## src/rtl/sdram_burst_sequencer_if.sv

```systemverilog
// SDRAM command-core handshake bundle for the burst sequencer.
// master = sequencer side, slave = SDRAM command core side.
interface sdram_burst_sequencer_if #(
   parameter int AW = 22
) ();
   logic          sd_wr_req;
   logic [AW-1:0] sd_wr_addr;
   logic          sd_wr_ack;
   logic          sd_wr_data_req;
   logic          sd_wr_done;
   logic          sd_rd_req;
   logic [AW-1:0] sd_rd_addr;
   logic          sd_rd_ack;
   logic          sd_rd_data_vld;
   logic          sd_rd_done;

   modport master (
      output sd_wr_req,
      output sd_wr_addr,
      input  sd_wr_ack,
      input  sd_wr_data_req,
      input  sd_wr_done,
      output sd_rd_req,
      output sd_rd_addr,
      input  sd_rd_ack,
      input  sd_rd_data_vld,
      input  sd_rd_done
   );

   modport slave (
      input  sd_wr_req,
      input  sd_wr_addr,
      output sd_wr_ack,
      output sd_wr_data_req,
      output sd_wr_done,
      input  sd_rd_req,
      input  sd_rd_addr,
      output sd_rd_ack,
      output sd_rd_data_vld,
      output sd_rd_done
   );
endinterface

```

## src/rtl/sdram_burst_sequencer.sv

```systemverilog
// Arbitrates FIFO write/read triggers into single SDRAM bursts and
// keeps frame-buffer addresses. Optional macro: FRAME_PINGPONG_EN.
module sdram_burst_sequencer #(
   parameter int AW          = 22,
   parameter int BURST_LEN   = 256,
   parameter int FRAME_WORDS = 307200
) (
   input  logic clk,
   input  logic rst,
   input  logic wr_trig,
   input  logic rd_trig,
   input  logic wr_clear,
   input  logic vga_done,
   output logic wrfifo_read_en,
   output logic rd_fifo_wr_en,
   output logic busy,
   output logic frame_wr_done,
   output logic burst_err,
   sdram_burst_sequencer_if.master sd
);

`ifdef FRAME_PINGPONG_EN
   localparam bit PP = 1'b1;
`else
   localparam bit PP = 1'b0;
`endif

   localparam int OW = AW - 1;
   localparam int BW = $clog2(BURST_LEN) + 2;
   localparam logic [OW-1:0] BL_STEP   = OW'(BURST_LEN);
   localparam logic [OW-1:0] FRAME_END = OW'(FRAME_WORDS);
   localparam logic [BW-1:0] BL_BEATS  = BW'(BURST_LEN);

   typedef enum logic [2:0] {
      ST_IDLE,
      ST_WR_REQ,
      ST_WR_BURST,
      ST_RD_REQ,
      ST_RD_BURST
   } state_t;

   state_t        state_q, state_d;
   logic          last_wr_q, last_wr_d;
   logic [OW-1:0] wr_off_q, wr_off_d;
   logic [OW-1:0] rd_off_q, rd_off_d;
   logic          wr_pend_q, wr_pend_d;
   logic          rd_pend_q, rd_pend_d;
   logic          wr_bank_q, wr_bank_d;
   logic          rd_bank_q, rd_bank_d;
   logic [BW-1:0] beat_q, beat_d;
   logic          wr_req_q, wr_req_d;
   logic          rd_req_q, rd_req_d;
   logic          frame_q, frame_d;
   logic          err_q, err_d;

   logic          strobe;
   logic [BW-1:0] beat_nxt;
   logic [OW-1:0] wr_next, rd_next;
   logic          wr_side, rd_side;
   logic          wr_fin, rd_fin;

   // Data strobes pass straight through only inside the matching burst
   always_comb begin
      wrfifo_read_en = (state_q == ST_WR_BURST) && sd.sd_wr_data_req;
      rd_fifo_wr_en  = (state_q == ST_RD_BURST) && sd.sd_rd_data_vld;
      strobe         = wrfifo_read_en || rd_fifo_wr_en;
      beat_nxt       = (strobe && beat_q != '1) ? beat_q + BW'(1) : beat_q;
      wr_next        = wr_off_q + BL_STEP;
      rd_next        = rd_off_q + BL_STEP;
      wr_side        = (state_q == ST_WR_REQ) || (state_q == ST_WR_BURST);
      rd_side        = (state_q == ST_RD_REQ) || (state_q == ST_RD_BURST);
      wr_fin         = (state_q == ST_WR_BURST) && sd.sd_wr_done;
      rd_fin         = (state_q == ST_RD_BURST) && sd.sd_rd_done;
   end

   // Next-state, arbitration, beat counting and address bookkeeping
   always_comb begin
      state_d   = state_q;
      last_wr_d = last_wr_q;
      wr_off_d  = wr_off_q;
      rd_off_d  = rd_off_q;
      wr_pend_d = wr_pend_q;
      rd_pend_d = rd_pend_q;
      wr_bank_d = wr_bank_q;
      rd_bank_d = rd_bank_q;
      beat_d    = beat_q;
      err_d     = err_q;
      frame_d   = 1'b0;

      unique case (state_q)
         ST_IDLE: begin
            if (wr_trig && (!rd_trig || !last_wr_q)) begin
               state_d   = ST_WR_REQ;
               last_wr_d = 1'b1;
            end else if (rd_trig) begin
               state_d   = ST_RD_REQ;
               last_wr_d = 1'b0;
            end
         end
         ST_WR_REQ: begin
            if (sd.sd_wr_ack) begin
               state_d = ST_WR_BURST;
               beat_d  = '0;
            end
         end
         ST_WR_BURST: begin
            beat_d = beat_nxt;
            if (sd.sd_wr_done) begin
               state_d = ST_IDLE;
            end
         end
         ST_RD_REQ: begin
            if (sd.sd_rd_ack) begin
               state_d = ST_RD_BURST;
               beat_d  = '0;
            end
         end
         ST_RD_BURST: begin
            beat_d = beat_nxt;
            if (sd.sd_rd_done) begin
               state_d = ST_IDLE;
            end
         end
         default: state_d = ST_IDLE;
      endcase

      if ((wr_fin || rd_fin) && beat_nxt != BL_BEATS) begin
         err_d = 1'b1;
      end

      // A clear seen during its own burst is deferred to the burst end
      if (wr_fin) begin
         wr_pend_d = 1'b0;
         if (wr_pend_q || wr_clear) begin
            wr_off_d = '0;
         end else if (wr_next == FRAME_END) begin
            wr_off_d  = '0;
            frame_d   = 1'b1;
            wr_bank_d = PP & ~wr_bank_q;
         end else begin
            wr_off_d = wr_next;
         end
      end else if (wr_clear) begin
         if (wr_side) begin
            wr_pend_d = 1'b1;
         end else begin
            wr_off_d = '0;
         end
      end

      // Reads restart on the newest complete frame bank
      if (rd_fin) begin
         rd_pend_d = 1'b0;
         if (rd_pend_q || vga_done || rd_next == FRAME_END) begin
            rd_off_d  = '0;
            rd_bank_d = PP & ~wr_bank_q;
         end else begin
            rd_off_d = rd_next;
         end
      end else if (vga_done) begin
         if (rd_side) begin
            rd_pend_d = 1'b1;
         end else begin
            rd_off_d  = '0;
            rd_bank_d = PP & ~wr_bank_q;
         end
      end

      wr_req_d = (state_d == ST_WR_REQ);
      rd_req_d = (state_d == ST_RD_REQ);
   end

   // State and bookkeeping registers
   always_ff @(posedge clk) begin
      if (rst) begin
         state_q   <= ST_IDLE;
         last_wr_q <= 1'b0;
         wr_off_q  <= '0;
         rd_off_q  <= '0;
         wr_pend_q <= 1'b0;
         rd_pend_q <= 1'b0;
         wr_bank_q <= 1'b0;
         rd_bank_q <= 1'b0;
         beat_q    <= '0;
         wr_req_q  <= 1'b0;
         rd_req_q  <= 1'b0;
         frame_q   <= 1'b0;
         err_q     <= 1'b0;
      end else begin
         state_q   <= state_d;
         last_wr_q <= last_wr_d;
         wr_off_q  <= wr_off_d;
         rd_off_q  <= rd_off_d;
         wr_pend_q <= wr_pend_d;
         rd_pend_q <= rd_pend_d;
         wr_bank_q <= wr_bank_d;
         rd_bank_q <= rd_bank_d;
         beat_q    <= beat_d;
         wr_req_q  <= wr_req_d;
         rd_req_q  <= rd_req_d;
         frame_q   <= frame_d;
         err_q     <= err_d;
      end
   end

   // Registered outputs to the core and status
   always_comb begin
      sd.sd_wr_req  = wr_req_q;
      sd.sd_wr_addr = {wr_bank_q, wr_off_q};
      sd.sd_rd_req  = rd_req_q;
      sd.sd_rd_addr = {rd_bank_q, rd_off_q};
      busy          = (state_q != ST_IDLE);
      frame_wr_done = frame_q;
      burst_err     = err_q;
   end

endmodule

```

## src/flat_wrapper.sv

```systemverilog
// flat-port wrapper written by rule: the top's interface ports become plain ports
module sdram_burst_sequencer_flat 
#(
   parameter int AW          = 22,
   parameter int BURST_LEN   = 256,
   parameter int FRAME_WORDS = 307200
)
  (clk, rst, wr_trig, rd_trig, wr_clear, vga_done, wrfifo_read_en, rd_fifo_wr_en, busy, frame_wr_done, burst_err, sd_sd_wr_req, sd_sd_wr_addr, sd_sd_wr_ack, sd_sd_wr_data_req, sd_sd_wr_done, sd_sd_rd_req, sd_sd_rd_addr, sd_sd_rd_ack, sd_sd_rd_data_vld, sd_sd_rd_done);
  sdram_burst_sequencer_if #(.AW(AW)) sd_i ();
  input  logic clk;
  input  logic rst;
  input  logic wr_trig;
  input  logic rd_trig;
  input  logic wr_clear;
  input  logic vga_done;
  output logic wrfifo_read_en;
  output logic rd_fifo_wr_en;
  output logic busy;
  output logic frame_wr_done;
  output logic burst_err;
  output wire logic [$bits(sd_i.sd_wr_req)-1:0] sd_sd_wr_req;
  output wire logic [$bits(sd_i.sd_wr_addr)-1:0] sd_sd_wr_addr;
  input wire logic [$bits(sd_i.sd_wr_ack)-1:0] sd_sd_wr_ack;
  input wire logic [$bits(sd_i.sd_wr_data_req)-1:0] sd_sd_wr_data_req;
  input wire logic [$bits(sd_i.sd_wr_done)-1:0] sd_sd_wr_done;
  output wire logic [$bits(sd_i.sd_rd_req)-1:0] sd_sd_rd_req;
  output wire logic [$bits(sd_i.sd_rd_addr)-1:0] sd_sd_rd_addr;
  input wire logic [$bits(sd_i.sd_rd_ack)-1:0] sd_sd_rd_ack;
  input wire logic [$bits(sd_i.sd_rd_data_vld)-1:0] sd_sd_rd_data_vld;
  input wire logic [$bits(sd_i.sd_rd_done)-1:0] sd_sd_rd_done;
  assign sd_sd_wr_req = sd_i.sd_wr_req;
  assign sd_sd_wr_addr = sd_i.sd_wr_addr;
  assign sd_i.sd_wr_ack = sd_sd_wr_ack;
  assign sd_i.sd_wr_data_req = sd_sd_wr_data_req;
  assign sd_i.sd_wr_done = sd_sd_wr_done;
  assign sd_sd_rd_req = sd_i.sd_rd_req;
  assign sd_sd_rd_addr = sd_i.sd_rd_addr;
  assign sd_i.sd_rd_ack = sd_sd_rd_ack;
  assign sd_i.sd_rd_data_vld = sd_sd_rd_data_vld;
  assign sd_i.sd_rd_done = sd_sd_rd_done;
  sdram_burst_sequencer #(.AW(AW), .BURST_LEN(BURST_LEN), .FRAME_WORDS(FRAME_WORDS)) u_core (.clk(clk), .rst(rst), .wr_trig(wr_trig), .rd_trig(rd_trig), .wr_clear(wr_clear), .vga_done(vga_done), .wrfifo_read_en(wrfifo_read_en), .rd_fifo_wr_en(rd_fifo_wr_en), .busy(busy), .frame_wr_done(frame_wr_done), .burst_err(burst_err), .sd(sd_i));
endmodule
```

## config.mk

```make
export PLATFORM = sky130hd
export DESIGN_NAME = sdram_burst_sequencer_flat
export DESIGN_NICKNAME = d
export VERILOG_FILES = /design/src/rtl/sdram_burst_sequencer_if.sv /design/src/rtl/sdram_burst_sequencer.sv /design/src/flat_wrapper.sv
export SDC_FILE = /design/constraint.sdc
export NUM_CORES = 1
export LEC_CHECK = 0
export ABC_AREA = 1
export BUFFER_PORTS_ARGS = -buffer_cell sky130_fd_sc_hd__buf_2
export CORE_ASPECT_RATIO = 0.5
export CORE_MARGIN = 3
export CORE_UTILIZATION = 34
export DETAILED_ROUTE_END_ITERATION = 16
export GPL_ROUTABILITY_DRIVEN = 0
export PLACE_DENSITY = 0.51
export RECOVER_POWER = 100
export SYNTH_ARGS = -nofsm -noshare
export SYNTH_HDL_FRONTEND = slang
export SYNTH_SLANG_ARGS = --single-unit
```

## constraint.sdc

```tcl
create_clock -name clk -period 4.2 [get_ports clk]
set_input_delay 0.42 -clock clk [delete_from_list [all_inputs] [get_ports clk]]
set_output_delay 0.42 -clock clk [all_outputs]
set_load 0.01 [all_outputs]
```

==> reports/results.tsv, run 1 <==
metric	value	unit
largest net degree at the start of global routing	38	
VDD IR-drop max	126	uV
dpl cells	636	
Final Non-Filler Cells	644	
crit path capture type	register	
failing checks	max-capacitance violations, max-slew violations	
Final Hold Viols	0	
Final Cycle Share	54.9	%
crit path max-delay cell type	clkbuf_1	
adder-cell share of the synthesized area	2.03	%
Worst-Margin Slew	1.74	ns
Starting Density	36.7	%
vias in the first global route	2608	
ys async rst share	0	%
vias per inst	4.57	
Antenna Violating Nets Remaining	0	
Bufs and invs on worst path	2	
clk slew on worst S/H paths	0.06	ns
Resized cells post-CTS	0	
final WL	7180	um
cts hold-fix bufs	0	
yosys warns	0	
CP max stage delay	1.22	ns
CTS tree	done	
Max clock buf depth	2	
detailed-route DRC error count	0	
total power	959	uW
library cells used by synthesis	36	
Num CTS Buffers	5	
final setup fails	0	
initial drt markers	117	
status	finished, violations left	
Yosys reg bits	46	
Max-cap violations	1	
root buffer cell	clkbuf_16	
postcts setup bufs	0	
Die ar.	10300	um^2
Clock Latency Late Sink	0.29	ns
simple-gate portion of the synthesized area	40.6	%
IO Port Bufs	44	
post-synthesis mux area share	0	%
dominant cells by area after synthesis	dfxtp_1 (30%), nand2_1 (19%), inv_1 (6.9%)	
placeable core area	8400	um^2
dpl cell area	3330	um^2
Syn Area/Cell	6.30	um^2
clk sink count	46	
Synth Flop Type	dfxtp_1	
power per cell area	281	nW/um^2
initial antenna violation count	0	
mapped cell area	3080	um^2
NumNets Final	548	
Detail Placement HPWL	5570	um
Hold Crit Class	in -> reg	
Seq/Total Area, Yosys	29.9	%
number of top-level pins	63	
design area	3410	um^2
delay-heaviest family, CP	buffers and inverters	
synth-to-layout area growth	10.6	%
DR vias	2940	
crit path max fanout	37	
TritonRoute pass-1 iters	4	
post-synth top area cell	dfxtp_1	
compound-cell area share of the yosys netlist	9.95	%
Final min period	2.31	ns
type of element launching the critical path	input port	
layout cells sized above 1	7.71	%
first-pass GRT wire length	12300	um
Post-synth EDFFs	0	
Core Util, Final	40.6	%
Max Slew Vio Count	38	
Die Width	141	um
Synth top area share	29.9	%
chip height	73.3	um
Setup TNS Final	0	ns
Avg WL per Cell	11.2	um
H-tree depth	2	
CP cell instances	clkbuf_1 > inv_1 > nand2_1 > o21ai_0	
most instantiated library cell after synthesis	nand2_1	
largest family of logic cells by synthesized area	simple AND/OR/NAND/NOR gates	
# fillers	965	
grt ovf	0	
critical path class	in -> reg	
total track usage	14.5	%
Synth Area in XOR/XNOR	3.98	%
Worst Skew	0.00401	ns
top post-synthesis cells by count	nand2_1 (156), inv_1 (57), dfxtp_1 (46), nor2_1 (44), nand3_1 (37)	
Leak	0.00139	uW
Syn Inst Count	489	
Core Rows	23	
fmax	0.434	GHz
worst endpoint required time	4.37	ns
Worst EP arrival	2.48	ns
Antenna Cells	0	
RSZ-0062 raised after global routing	false	
Slew Limit Headroom	-15.8	%
-- per-layer routing --
| metal | vias to the layer above | part of all wire, % | global-route usage [%] |
|---|---|---|---|
| met5 | - | 0 | 0 |
| met2 | 52 | 43 | 22.2 |
| met1 | 1285 | 53 | 20.8 |
| met4 | 0 | 0.67 | 3.54 |
| met3 | 7 | 3.5 | 3.25 |
| li1 | 1596 | - | - |
-- worst register-to-register path: cells and delay by family, from the launching register on --
kind | cells | cell delay (ns)
AOI/OAI and AO/OA | 1 | 0.06
xor gates and xnor gates | 1 | 0.19
adders and majority gates | 1 | 0.21
DFF | 1 | 0.42
and+or+nand+nor | 8 | 1.11
-- power breakdown --
group,total [uW],internal (uW),switching (uW),leakage (uW)
Sequential,453,446,7.43,0.000372
Clock,397,236,161,0.0000739
Combinational,108,26.1,82.3,0.000941
Total,959,708,251,0.00139
-- through the flow --
step	hold WS (ns)	setup slack (ns)
floorplan	0.439	2.48
global placement	0.453	2.06
finish	0.445	1.89
detailed placement	0.462	2.13
global route	0.460	1.62
CTS	0.441	2.11
-- placed cells by master (no fill, tap or decap), types with 2 or more instances in the layout --
cell	netlist	routed
a21oi_1	36	36
a21oi_2	2	2
buf_2	3	10
clkbuf_1	4	35
clkbuf_16	0	5
conb_1	1	18
dfxtp_1	46	46
ha_1	5	5
inv_1	57	57
inv_2	5	5
nand2_1	156	158
nand2_2	5	3
nand3_1	37	37
nand3b_1	4	4
nand4_1	8	8
nor2_1	44	47
nor2_2	6	4
nor3_1	8	8
nor3_2	5	5
o21ai_0	8	10
o21bai_1	2	2
xnor2_1	3	3
xor2_1	11	11
-- cell type report --
cell class	count	area, um^2	area share [%]
Multi-Input combinational cell	371	1790	52.4
Sequential cell	46	921	27.0
Inverter	63	236	6.94
Timing Repair Buffer	44	178	5.21
Clock buffer	7	143	4.18
Tap cell	112	140	4.11
Clock inverter	1	5.00	0.147
-- kinds of logic after synthesis --
group	Yosys count
AND/OR/NAND/NOR	279
flip-flops	46
other	1
AO/OA/AOI/OAI	55
adder cells (fa/ha/maj)	5
buffers and inverters	89
XOR/XNOR	14
-- worst paths after layout --
kind | cells past startpoint | slack, ns | from | endpoint
setup reg to reg | 11 | 2.00 | u_core.wr_off_q[8] | u_core.wr_off_q[18]
hold / removal | 3 | 0.45 | wr_clear | u_core.wr_pend_q
hold reg to reg | 2 | 0.47 | u_core.last_wr_q | u_core.last_wr_q
setup / recovery | 4 | 1.89 | rst | u_core.wr_off_q[11]
-- state kept, by name, summed over array words and instances (netlist names) --
name                  flops
u_core.beat_q            10
u_core.burst_err          1
u_core.frame_wr_done      1
u_core.last_wr_q          1
u_core.rd_off_q          13
u_core.rd_pend_q          1
u_core.sd.sd_rd_req       1
u_core.sd.sd_wr_req       1
u_core.state_q            3
u_core.wr_off_q          13
u_core.wr_pend_q          1
(Power assumes the default switching activity.)
==> run 2, diff against run 1 <==
--- a/config.mk
+++ b/config.mk
@@ -5,7 +5,7 @@
 export SDC_FILE = /design/constraint.sdc
 export NUM_CORES = 1
 export LEC_CHECK = 0
-export ABC_AREA = 1
+export ABC_AREA = 0
 export BUFFER_PORTS_ARGS = -buffer_cell sky130_fd_sc_hd__buf_2
 export CORE_ASPECT_RATIO = 0.5
 export CORE_MARGIN = 3
==> constraint.sdc (replaced) <==
create_clock -name clk -period 2.25 [get_ports clk]
set_input_delay 0.225 -clock clk [delete_from_list [all_inputs] [get_ports clk]]
set_output_delay 0.225 -clock clk [all_outputs]
set_load 0.01 [all_outputs]
==> reports/results.tsv, run 2 <==
metric	value	unit	change
Final Cycle Share	96.6	%	
Num CTS Buffers	5		unchanged
clk slew on worst S/H paths	0.06	ns	about the same
crit path max-delay cell type	or4_4		was clkbuf_1
post-route worst setup slack	0.0759	ns	was 1.89 ns
chip height	73.1	um	was 73.3 um
synth-to-layout area growth	17.3	%	was 10.6%
Worst Skew	0.00398	ns	was 0.00401 ns
H-tree depth	2		unchanged
Max-cap violations	0		was 1
Core Rows	23		unchanged
root buffer cell	clkbuf_16		unchanged
layout cells sized above 1	16.6	%	was 7.71%
Syn Area/Cell	7.79	um^2	was 6.30 um^2
power per cell area	512	nW/um^2	was 281 nW/um^2
postcts setup bufs	0		unchanged
vias in the first global route	2833		was 2608
placeable core area	8370	um^2	was 8400 um^2
VDD IR-drop max	304	uV	was 126 uV
Detail Placement HPWL	5900	um	was 5570 um
Hold Crit Class	in -> reg		unchanged
Die Width	140	um	was 141 um
Combinational Power Share	12.8	%	was 11.3%
mapped cell area	3060	um^2	was 3080 um^2
CTS tree	done		unchanged
total power	1840	uW	was 959 uW
library cells used by synthesis	63		was 36
pre-CTS WS	0.0887	ns	was 2.13 ns
design area	3590	um^2	was 3410 um^2
crit path capture type	register		unchanged
NumNets Final	467		was 548
dpl cell area	3500	um^2	was 3330 um^2
Die ar.	10200	um^2	was 10300 um^2
P_int	1360	uW	was 708 uW
crit path max fanout	9		was 37
Worst-Margin Slew	0.530	ns	was 1.74 ns
vias per inst	5.32		was 4.57
Clock Latency Late Sink	0.29	ns	about the same
Max Slew Vio Count	0		was 38
Setup TNS Final	0	ns	unchanged
Final Hold Viols	0		unchanged
number of top-level pins	63		unchanged
initial drt markers	167		was 117
Slew Limit Headroom	64.6	%	was -15.8%
final WL	7850	um	was 7180 um
total track usage	15.5	%	was 14.5%
sequential power share	46.6	%	was 47.3%
Synth top area share	30.1	%	was 29.9%
ys async rst share	0	%	unchanged
Clock power frac	40.6	%	was 41.4%
IO Port Bufs	44		unchanged
top post-synthesis cells by count	dfxtp_1 (46), nor2_1 (41), nand2_1 (31), nand3_1 (21), a21oi_1 (19)		was nand2_1 (156), inv_1 (57), dfxtp_1 (46), nor2_1 (44), nand3_1 (37)
Final min period	2.17	ns	
most common library cell in the layout ignoring fill and taps	dfxtp_1		was nand2_1
type of element launching the critical path	register		was input port
Core Util, Final	42.9	%	was 40.6%
Yosys reg bits	46		unchanged
grt ovf	0		unchanged
status	completed		was finished, violations left
clk sink count	46		unchanged
TritonRoute pass-1 iters	4		unchanged
fmax	0.460	GHz	
Synth Flop Type	dfxtp_1		unchanged
delay-heaviest family, CP	simple AND/OR/NAND/NOR gates		was buffers and inverters
Bufs and invs on worst path	0		was 2
dominant cells by area after synthesis	dfxtp_1 (30%), nor2_1 (5.0%), buf_4 (4.4%)		was dfxtp_1 (30%), nand2_1 (19%), inv_1 (6.9%)
NetSw	483	uW	was 251 uW
largest net degree at the start of global routing	21		was 38
first-pass GRT wire length	13200	um	was 12300 um
detailed-route DRC error count	0		unchanged
Starting Density	36.5	%	was 36.7%
Antenna Violating Nets Remaining	0		unchanged
Leak	0.00136	uW	was 0.00139 uW
Worst EP arrival	2.35	ns	was 2.48 ns
CP max stage delay	0.42	ns	was 1.22 ns
Seq/Total Area, Yosys	30.1	%	was 29.9%
Post-synth EDFFs	0		unchanged
Syn Inst Count	393		was 489
critical path class	reg -> reg		was in -> reg
most instantiated library cell after synthesis	dfxtp_1		was nand2_1
DR vias	2997		was 2940
switch share	26.3	%	was 26.1%
Max clock buf depth	2		unchanged
leading cell types in the layout, fill and taps excluded	dfxtp_1 (43), nor2_1 (41), clkbuf_1 (32)		was nand2_1 (158), inv_1 (57), nor2_1 (47)
CP cell instances	ha_4 > and4_1 > xor2_1 > or4_4 > a2bb2o_4 > or2_4 > a32o_1		was clkbuf_1 > inv_1 > nand2_1 > o21ai_0
top flop regs	u_core.rd_off_q x13, u_core.wr_off_q x13, u_core.beat_q x10		unchanged
yosys warns	0		unchanged
initial antenna violation count	0		unchanged
Antenna Cells	0		unchanged
final setup fails	0		unchanged
post-synth top area cell	dfxtp_1		unchanged
Avg WL per Cell	13.9	um	was 11.2 um
worst endpoint required time	2.43	ns	was 4.37 ns
## run 2: changes by cell type after synthesis, sizes merged, moves of 10 or more
cell / delta
a21oi: -19
and3: +10
clkbuf: +12
inv: -52
nand2: -131
nand3: -17
nor2: -11
## run 2: cells by family after synthesis
family                   Yosys count  synth area share, %
AO/OA/AOI/OAI                     91                 20.9
multiplexers                       6                 2.37
flip-flops                        46                 30.1
XOR/XNOR                          18                 5.15
AND/OR/NAND/NOR                  172                 29.9
buffers and inverters             54                 9.44
adder cells (fa/ha/maj)            5                 2.04
other                              1                0.123
## run 2: final timing paths
path                           start                  end  slack, ns  cells after the start
hold / removal               rd_trig     u_core.last_wr_q       0.17                      2
setup / recovery  u_core.wr_off_q[8]  u_core.wr_off_q[15]       0.08                      7
setup reg to reg  u_core.wr_off_q[8]  u_core.wr_off_q[15]       0.08                      7
hold reg to reg     u_core.last_wr_q     u_core.last_wr_q       0.47                      1
## run 2: area by class of cell
type                            count  area (um^2)
Timing Repair Buffer               77          392
Fill cell                         865         4780
Tap cell                          112          140
Clock buffer                        7          143
Clock inverter                      1         5.00
Multi-Input combinational cell    310         1940
Inverter                           10         37.5
Sequential cell                    46          930
## run 2: metal layers
metal / GRT usage, % / share of wire [%] / vias up / routed length, um
met5: 0 / 0 / - / 0
met1: 20.0 / 47 / 1409 / 3660
met2: 25.8 / 47 / 71 / 3690
met3: 4.12 / 5.5 / 8 / 428
met4: 4.62 / 0.89 / 0 / 70
li1: - / - / 1509 / -
## run 2: what timing repair did
action                     CTS  global route
setup endpoints to repair    0            10
gates resized for setup      0             5
hold buffers                 0             0
hold endpoints to repair     0             0
## run 2: per-stage QoR
stage | hold slack (ns) | cells
floorplan | 0.341 | 410
global placement | 0.461 | 555
detailed placement | 0.460 | 555
CTS | 0.158 | 563
global route | 0.188 | 563
finish | 0.166 | 563
## run 2: power groups by stage
stage | combinational (uW) | sequential [uW] | clock [uW]
6_report | 235 | 857 | 746
5_1_grt | 267 | 861 | 816
2_1_floorplan | 191 | 864 | 0
3_5_place_dp | 241 | 874 | 0
4_1_cts | 241 | 856 | 769
3_3_place_gp | 237 | 873 | 0
## run 2: worst reg2reg max path, delay by kind of cell, from the launching register on
kind	cells	cell delay, ns
adder cells (fa/ha/maj)	1	0.16
flip-flops	1	0.38
XOR/XNOR	1	0.14
AND/OR/NAND/NOR	3	0.88
AO/OA/AOI/OAI	2	0.50
